$ cat src/rtl/pokey_audio_mixer_if.sv
// CPU I/O bus seen by the POKEY audio mixer: chip select, direction, address,
// write data and registered read data.
interface pokey_audio_mixer_if;
  logic       cs_n;
  logic       rw_n;
  logic [3:0] addr;
  logic [7:0] din;
  logic [7:0] dout;

  modport master (output cs_n, output rw_n, output addr, output din, input dout);
  modport slave  (input cs_n, input rw_n, input addr, input din, output dout);
endinterface

$ cat src/rtl/pokey_audio_mixer.sv
// N-channel gain/sum mixer for the POKEY sound outputs with saturation to OW bits,
// plus CPU-visible gain, control and sticky status registers.
module pokey_audio_mixer #(
  parameter int unsigned NCH = 2,
  parameter int unsigned SW  = 6,
  parameter int unsigned GW  = 4,
  parameter int unsigned OW  = 8
) (
  input  logic                clk,
  input  logic                reset_n,
  input  logic                ce2Hd,
  pokey_audio_mixer_if.slave  bus,
  input  logic [NCH*SW-1:0]   snd_in,
  output logic [OW-1:0]       sout,
  output logic                sout_valid,
  output logic                busy
);

  localparam int unsigned AW = SW + GW + $clog2(NCH + 1);
  localparam int unsigned IW = $clog2(NCH + 1);
  localparam logic [GW-1:0] GAIN_UNITY = GW'(1 << (GW - 1));
  localparam logic [IW-1:0] IDX_LAST   = IW'(NCH - 1);

  typedef enum logic [1:0] {IDLE, ACC, OUT} state_t;

  state_t        state, state_nxt;
  logic [IW-1:0] idx;
  logic [AW-1:0] acc;
  logic [AW-1:0] res;
  logic          sat;
  logic [SW-1:0] snap  [NCH];
  logic [GW-1:0] gsnap [NCH];
  logic [GW-1:0] gain  [NCH];
  logic          mute, clip, ovr;
  logic          wr_en, rd_en;
  logic [7:0]    rd_data;
  logic          unused_din;

  assign wr_en      = !bus.cs_n && !bus.rw_n;
  assign rd_en      = !bus.cs_n &&  bus.rw_n;
  assign res        = acc >> (GW - 1);
  assign sat        = (res >> OW) != '0;
  assign unused_din = ^bus.din;

  always_ff @(posedge clk or negedge reset_n) begin
    if (!reset_n) state <= IDLE;
    else          state <= state_nxt;
  end

  always_comb begin
    state_nxt = state;
    case (state)
      IDLE:    if (ce2Hd) state_nxt = ACC;
      ACC:     if (idx == IDX_LAST) state_nxt = OUT;
      OUT:     state_nxt = IDLE;
      default: state_nxt = IDLE;
    endcase
  end

  // Snapshots shift down one channel per ACC clock so the MAC always reads entry 0.
  always_ff @(posedge clk or negedge reset_n) begin
    if (!reset_n) begin
      acc        <= '0;
      idx        <= '0;
      busy       <= 1'b0;
      sout       <= '0;
      sout_valid <= 1'b0;
      for (int unsigned k = 0; k < NCH; k++) begin
        snap[k]  <= '0;
        gsnap[k] <= '0;
      end
    end else begin
      sout_valid <= 1'b0;
      case (state)
        IDLE: if (ce2Hd) begin
          for (int unsigned k = 0; k < NCH; k++) begin
            snap[k]  <= snd_in[k*SW +: SW];
            gsnap[k] <= gain[k];
          end
          acc  <= '0;
          idx  <= '0;
          busy <= 1'b1;
        end
        ACC: begin
          acc <= acc + AW'(snap[0]) * AW'(gsnap[0]);
          idx <= idx + 1'b1;
          for (int unsigned k = 0; k + 1 < NCH; k++) begin
            snap[k]  <= snap[k+1];
            gsnap[k] <= gsnap[k+1];
          end
        end
        OUT: begin
          sout       <= mute ? '0 : (sat ? '1 : OW'(res));
          sout_valid <= 1'b1;
          busy       <= 1'b0;
        end
        default: ;
      endcase
    end
  end

  always_comb begin
    rd_data = '0;
    for (int unsigned k = 0; k < NCH; k++)
      if (bus.addr == 4'(k)) rd_data = 8'(gain[k]);
    if (bus.addr == 4'hF) rd_data = {5'b0, ovr, clip, mute};
  end

  // Sticky sets come after the ctrl clears so a same-cycle set wins.
  always_ff @(posedge clk or negedge reset_n) begin
    if (!reset_n) begin
      for (int unsigned k = 0; k < NCH; k++) gain[k] <= GAIN_UNITY;
      mute     <= 1'b0;
      clip     <= 1'b0;
      ovr      <= 1'b0;
      bus.dout <= '0;
    end else begin
      if (wr_en) begin
        for (int unsigned k = 0; k < NCH; k++)
          if (bus.addr == 4'(k)) gain[k] <= bus.din[GW-1:0];
        if (bus.addr == 4'hF) begin
          mute <= bus.din[0];
          if (bus.din[1]) clip <= 1'b0;
          if (bus.din[2]) ovr  <= 1'b0;
        end
      end
      if (ce2Hd && state != IDLE)        ovr  <= 1'b1;
      if (state == OUT && !mute && sat)  clip <= 1'b1;
      if (rd_en) bus.dout <= rd_data;
    end
  end

endmodule

$ cat src/flat_wrapper.sv
// flat-port wrapper written by rule: the top's interface ports become plain ports
module pokey_audio_mixer_flat 
#(
  parameter int unsigned NCH = 2,
  parameter int unsigned SW  = 6,
  parameter int unsigned GW  = 4,
  parameter int unsigned OW  = 8
)
  (clk, reset_n, ce2Hd, snd_in, sout, sout_valid, busy, bus_cs_n, bus_rw_n, bus_addr, bus_din, bus_dout);
  pokey_audio_mixer_if bus_i ();
  input  logic clk;
  input  logic reset_n;
  input  logic ce2Hd;
  input  logic [NCH*SW-1:0] snd_in;
  output logic [OW-1:0] sout;
  output logic sout_valid;
  output logic busy;
  input wire logic [$bits(bus_i.cs_n)-1:0] bus_cs_n;
  input wire logic [$bits(bus_i.rw_n)-1:0] bus_rw_n;
  input wire logic [$bits(bus_i.addr)-1:0] bus_addr;
  input wire logic [$bits(bus_i.din)-1:0] bus_din;
  output wire logic [$bits(bus_i.dout)-1:0] bus_dout;
  assign bus_i.cs_n = bus_cs_n;
  assign bus_i.rw_n = bus_rw_n;
  assign bus_i.addr = bus_addr;
  assign bus_i.din = bus_din;
  assign bus_dout = bus_i.dout;
  pokey_audio_mixer #(.NCH(NCH), .SW(SW), .GW(GW), .OW(OW)) u_core (.clk(clk), .reset_n(reset_n), .ce2Hd(ce2Hd), .bus(bus_i), .snd_in(snd_in), .sout(sout), .sout_valid(sout_valid), .busy(busy));
endmodule
$ cat config.mk
export PLATFORM = sky130hd
export DESIGN_NAME = pokey_audio_mixer_flat
export DESIGN_NICKNAME = d
export VERILOG_FILES = /design/src/rtl/pokey_audio_mixer_if.sv /design/src/rtl/pokey_audio_mixer.sv /design/src/flat_wrapper.sv
export SDC_FILE = /design/constraint.sdc
export NUM_CORES = 1
export LEC_CHECK = 0
export BUFFER_PORTS_ARGS = -buffer_cell sky130_fd_sc_hd__buf_4
export CORE_MARGIN = 1.5
export CORE_UTILIZATION = 53
export DETAILED_ROUTE_END_ITERATION = 6
export PLACE_DENSITY = 0.78
export SETUP_SLACK_MARGIN = 0.4
export SKIP_LAST_GASP = 1
export SLEW_MARGIN = 20
export SYNTH_ARGS = -nofsm -noshare
export SYNTH_HDL_FRONTEND = slang
export SYNTH_SLANG_ARGS = --single-unit
$ cat constraint.sdc
create_clock -name clk -period 3.6 [get_ports clk]
set_input_delay 0.72 -clock clk [delete_from_list [all_inputs] [get_ports clk]]
set_output_delay 0.72 -clock clk [all_outputs]
set_load 0.01 [all_outputs]
==> impl_metrics.py, run 1 <==
metrics = {
    "timing": {
        "tightest_slew_ns": 0.948,
        "max_freq_mhz": 292,
        "hold_viol": 0,
        "relSlewSlack_pct": 36.8,
        "fin_skew_ns": 0.0121,
        "drv_slew": 0,
        "min_period_ns": 3.43,
        "tns_ns": 0,
        "hold-worst-slack_ns": 0.446,
        "finalCritPeriodShare_pct": 95.2,
        "setup_viol": 0,
        "grt_setup_unrepaired": "yes",
    },
    "detailed_routing": {
        "detail_route.wirelength_mm": 7.57,
        "drtIter0Drc": 108,
        "dr.pass1.iters": 4,
        "drc": 0,
        "vias": 2840,
        "routed_via_density": 5.48,
        "final_antenna_net_count": 0,
        "wl_per_cell_um": 14.6,
    },
    "yosys": {
        "synth_top_area_share_pct": 40.3,
        "syn_avg_cell_area_um2": 9.33,
        "synth.distinct_cells": 44,
        "netlist_instances": 393,
        "yosys.area.top_type": "dfrtp_1",
        "synthArstFlopShare_pct": 100,
        "synth_top_cells_by_count": "nand2_1, dfrtp_1, inv_1, and2_1, ha_1",
        "synth_edf_count": 0,
        "ys_seq_area_share_pct": 41.7,
        "yosysWarnings": 0,
        "synth.top_cells.by_area": "dfrtp_1, nand2_1, fa_1",
        "syn_area_um2": 3670,
        "yosysMostFrequentCell": "nand2_1",
        "synth.ff_latch_count": 61,
        "synth_flop_cell": "dfrtp_1",
    },
    "clock_tree": {
        "numCtsBuffers": 9,
        "htree_num_levels": 3,
        "cts_tree": "built",
        "clock-root-buffer": "clkbuf_8",
        "clock_sinks": 61,
        "clk_latency_ns": 0.34,
        "clkTransAtPathRegs_ns": 0.07,
        "cts_hold_buf": 0,
        "clk_path_buf_depth": 2,
    },
    "global_routing": {
        "grt-ovfl-total": 0,
        "grt_pass1_wl_mm": 13.1,
        "grt_pass1_vias": 2937,
        "antenna_found_initial": 0,
        "grt_use_total_pct": 22.7,
        "grt_max_degree": 62,
    },
    "layout": {
        "num-fill-cells": 567,
        "layout-drive-gt1-share_pct": 20.3,
        "final_area_um2": 4290,
        "diodes": 0,
        "layout.nets": 498,
        "area_delta_synth_final_pct": 17.0,
        "fin_util_pct": 63.5,
    },
    "status": {
        "status": "complete, no violations",
    },
    "setup_path": {
        "reg2reg_from": "u_core.gsnap[5]",
        "timing.rr.end": "u_core.acc[9]",
        "cp.buffers_inverters": 2,
        "endpoint_kind": "flop",
        "reg2reg_depth": 12,
        "critPathMaxFanout": 6,
        "slowest_stage": "fa_1",
        "cp_cell_sequence": "and2_4 -> fa_1 -> fa_1 -> inv_1 -> fa_1 -> inv_2 -> ha_4 -> o21a_1 -> o31a_1 -> o2111ai_2 -> or3_1 -> nand3_1",
        "r2r_slack_ns": 0.17,
        "worstPathRequired_ns": 3.88,
        "cpMostUsedCell": "fa_1",
        "critPathTopFamily": "adder cells",
        "startpoint_type": "flop",
        "slowest_delay_ns": 0.49,
        "critical_path_class": "reg -> reg",
        "worstPathArrival_ns": 3.71,
    },
    "floorplanning": {
        "rows": 30,
        "core_area_um2": 6760,
        "dieHeight_um": 86.2,
        "die_x_um": 86.2,
        "floorplan.initialDensity_pct": 54.3,
        "die-area_um2": 7430,
        "ios": 47,
    },
    "placed_design": {
        "place.gp.congestion": 0.860,
        "portBuffers": 38,
        "place_area_um2": 4020,
        "hpwlAfterDp_mm": 5.36,
    },
    "flow_run": {
        "timing.max_cap.violations": 0,
    },
    "worst_hold_path": {
        "hold_class": "in -> async",
    },
    "power": {
        "p_per_area_nw_per_um2": 819,
        "total_power_mw": 3.51,
        "power.leakage_nw": 2.12,
        "irDropWorstVdd_mv": 0.392,
    },
}
[report_power, final]
part | internal, mW | total (mW) | switching, mW
clock | 0.319 | 0.588 | 0.269
combinational | 0.798 | 1.81 | 1.01
sequential | 0.925 | 1.11 | 0.189
total | 2.04 | 3.51 | 1.47
[repair_timing]
item	4_1_cts	5_1_grt
buffers inserted	6	0
endpoints found under the setup margin	7	7
resized for setup	10	0
pin swaps	4	0
[metal layers]
metal  vias to the layer above  global-route usage [%]  routed length (um)
met5                         -                       0                   0
met4                         0                    9.24                 172
met3                        15                    4.48                 247
met2                        59                    38.9                3860
met1                      1388                    28.4                3290
li1                       1378                       -                   -
[through the flow]
step | std cells | setup slack, ns
floorplan | 396 | 0.367
global placement | 496 | 0.193
detailed placement | 496 | 0.125
CTS | 518 | 0.186
global route | 518 | 0.0549
finish | 518 | 0.173
[registers in the layout, indices dropped and copies added, names as in the netlist, 2 cells and up]
register	count
u_core.state	2
u_core.snap	12
u_core.idx	2
u_core.bus.dout	4
u_core.acc	12
u_core.gain	8
u_core.gsnap	8
u_core.sout	8
[layout make-up]
class	instances	area, um2	share of cell area (%)
Timing Repair Buffer	46	345	8.05
Multi-Input combinational cell	275	1980	46.1
Inverter	40	150	3.50
Sequential cell	61	1530	35.7
Clock buffer	12	135	3.15
Tap cell	80	100	2.33
Clock inverter	4	48.8	1.14
[kinds of logic (layout without fill, tap and decap cells)]
group / Yosys count / in the layout / share of synthesized area, %
buffers and inverters: 60 / 102 / 6.75
multiplexers: 8 / 8 / 2.46
flip-flops: 61 / 61 / 41.7
AO/OA/AOI/OAI: 70 / 70 / 12.8
adder cells (fa/ha/maj): 36 / 36 / 15.4
other: 1 / 4 / 0.102
XOR/XNOR: 5 / 5 / 1.19
AND/OR/NAND/NOR: 152 / 152 / 19.6
[cell usage in the layout, fill, tap and decap left out, types with 4 or more instances in the layout]
cell and instances:
nand2_1 83, dfrtp_1 58, buf_4 46, inv_1 37, nor2_1 20, and2_1 19, o21ai_0 17, ha_1 16
fa_1 15, nand3_1 11, a21oi_1 10, a22oi_1 10, o31ai_1 9, clkbuf_8 9, mux2_2 8, xor2_1 5
and2_4 4, a221oi_1 4, ha_4 4, conb_1 4
[worst max-delay path by stage]
| stage | from | end | slack, ns | depth (start not counted) |
|---|---|---|---|---|
| floorplan | u_core.gsnap[5] | u_core.acc[9] | 0.37 | 12 |
| global placement | u_core.gsnap[5] | u_core.acc[9] | 0.19 | 12 |
| detailed placement | u_core.gsnap[5] | u_core.acc[9] | 0.13 | 12 |
| CTS | u_core.gsnap[5] | u_core.acc[9] | 0.19 | 12 |
| global route | u_core.snap[9] | u_core.acc[9] | 0.05 | 12 |
| finish | u_core.gsnap[5] | u_core.acc[9] | 0.17 | 12 |
No activity file was read; power rests on OpenSTA's default activity.
==> inputs of run 2 (changes only) <==
--- a/config.mk
+++ b/config.mk
@@ -6,6 +6,7 @@
 export NUM_CORES = 1
 export LEC_CHECK = 0
 export BUFFER_PORTS_ARGS = -buffer_cell sky130_fd_sc_hd__buf_4
+export CORE_ASPECT_RATIO = 1.1
 export CORE_MARGIN = 1.5
 export CORE_UTILIZATION = 53
 export DETAILED_ROUTE_END_ITERATION = 6
==> constraint.sdc (replaced) <==
create_clock -name clk -period 3.6 [get_ports clk]
set_input_delay 0.36 -clock clk [delete_from_list [all_inputs] [get_ports clk]]
set_output_delay 0.36 -clock clk [all_outputs]
set_load 0.01 [all_outputs]
==> impl_metrics.py, run 2 (same netlist as run 1, synthesis figures left out) <==
metrics = {
    "power": {
        "p_clk_share_pct": 17.9,
        "power.leakage_nw": 2.13,
        "p_sw_share_pct": 41.6,
        "cellInternalPower_mw": 2.12,
        "p_per_area_nw_per_um2": 832,
        "p_seq_share_pct": 30.9,
        "irDropWorstVdd_mv": 0.435,
        "power_switching_mw": 1.51,
        "total_power_mw": 3.63,
        "pwr-share-comb_pct": 51.2,
    },
    "clock_tree": {
        "htree_num_levels": 3,
        "clk_latency_ns": 0.34,
        "clock-root-buffer": "clkbuf_8",
        "clk_path_buf_depth": 2,
        "cts_tree": "built",
        "numCtsBuffers": 9,
        "clkTransAtPathRegs_ns": 0.07,
        "clock_sinks": 61,
    },
    "layout": {
        "diodes": 0,
        "fin_util_pct": 65.8,
        "largestRegisters": "u_core.acc: 12 flops, u_core.snap: 12 flops",
        "final_common_cell": "nand2_1",
        "layout.nets": 498,
        "area_delta_synth_final_pct": 18.9,
        "layout_common_cells": "nand2_1, dfrtp_1, buf_4",
        "layout-drive-gt1-share_pct": 23.1,
    },
    "setup_path": {
        "cpMostUsedCell": "fa_1",
        "critPathTopFamily": "adder cells",
        "cp_cell_sequence": "and2_4 -> fa_1 -> fa_1 -> inv_1 -> fa_1 -> inv_2 -> ha_4 -> o21a_1 -> o31a_1 -> o2111ai_2 -> or3_1 -> nand3_1",
        "startpoint_type": "flop",
        "cp.buffers_inverters": 2,
        "slowest_delay_ns": 0.49,
        "slowest_stage": "fa_1",
        "worstPathArrival_ns": 3.73,
        "critical_path_class": "reg -> reg",
        "critPathMaxFanout": 5,
        "worstPathRequired_ns": 3.88,
        "endpoint_kind": "flop",
    },
    "floorplanning": {
        "die_x_um": 82.3,
        "core_area_um2": 6630,
        "dieHeight_um": 90.2,
        "die-area_um2": 7430,
        "ios": 47,
        "rows": 31,
        "floorplan.initialDensity_pct": 55.3,
    },
    "timing": {
        "relSlewSlack_pct": 37.3,
        "hold_viol": 0,
        "finalCritPeriodShare_pct": 95.9,
        "hold-worst-slack_ns": 0.0736,
        "fin_skew_ns": 0.00649,
        "min_period_ns": 3.45,
        "setup_viol": 0,
        "tns_ns": 0,
        "drv_slew": 0,
        "grt_setup_unrepaired": "yes",
        "tightest_slew_ns": 0.940,
        "max_freq_mhz": 290,
    },
    "placed_design": {
        "place.gp.congestion": 0.839,
        "hpwlAfterDp_mm": 5.19,
        "portBuffers": 38,
    },
    "global_routing": {
        "grt_pass1_vias": 2888,
        "antenna_found_initial": 0,
        "grt_max_degree": 62,
        "grt_pass1_wl_mm": 13.2,
        "grt_use_total_pct": 23.2,
        "grt-ovfl-total": 0,
    },
    "detailed_routing": {
        "dr.pass1.iters": 4,
        "routed_via_density": 5.57,
        "final_antenna_net_count": 0,
        "vias": 2894,
        "detail_route.wirelength_mm": 7.61,
        "drtIter0Drc": 148,
        "wl_per_cell_um": 14.6,
        "drc": 0,
    },
    "flow_run": {
        "timing.max_cap.violations": 0,
    },
    "status": {
        "status": "complete, no violations",
    },
    "worst_hold_path": {
        "hold_class": "in -> async",
    },
}
-- run 2: power by group through the flow --
stage | sequential [mW] | clock [mW] | combinational, mW
final | 1.12 | 0.650 | 1.86
after global routing | 1.15 | 0.693 | 2.13
after CTS | 1.11 | 0.666 | 1.78
after detailed placement | 1.13 | 0 | 1.68
after global placement | 1.12 | 0 | 1.62
after floorplan | 1.08 | 0 | 1.31
-- run 2: per-stage QoR --
stage | setup WS (ns) | cells | instance area (um2)
after floorplan | 0.367 | 396 | 3720
after global placement | 0.210 | 498 | 4030
after detailed placement | 0.154 | 498 | 4030
after CTS | 0.198 | 520 | 4320
after global routing | 0.0192 | 520 | 4360
final | 0.149 | 520 | 4360
-- run 2: path summary, 6_finish.rpt --
check,startpoint,endpoint,slack (ns),cells after the start
setup / recovery,u_core.snap[8],u_core.acc[9],0.15,12
hold / removal,reset_n,u_core.sout[1],0.07,1
setup reg to reg,u_core.snap[8],u_core.acc[9],0.15,12
hold reg to reg,u_core.snap[4],u_core.snap[4],0.48,2
max in group asynchronous,reset_n,u_core.gsnap[6],2.94,1
min in group clk,snd_in[6],u_core.snap[0],0.21,3
-- run 2: layer usage --
metal / share of wire, % / GRT usage (%)
met4: 2.9 / 8.76
met1: 42 / 29.4
met5: 0 / 0
met3: 3.8 / 4.47
met2: 51 / 38.4
-- run 2: layout make-up --
cell class	count	area, um2
clock buffer	13	169
clock inverter	3	42.5
fill	518	2270
inverter	40	150
multi-input combinational	275	2020
sequential	61	1530
tap	82	103
timing repair buffer	46	345
-- run 2: what timing repair did --
action                     in CTS  in global routing
pin swaps                      10                  3
hold buffers                    0                  0
setup buffers                   6                  0
setup endpoints to repair       7                  7
gates resized for setup        12                 10
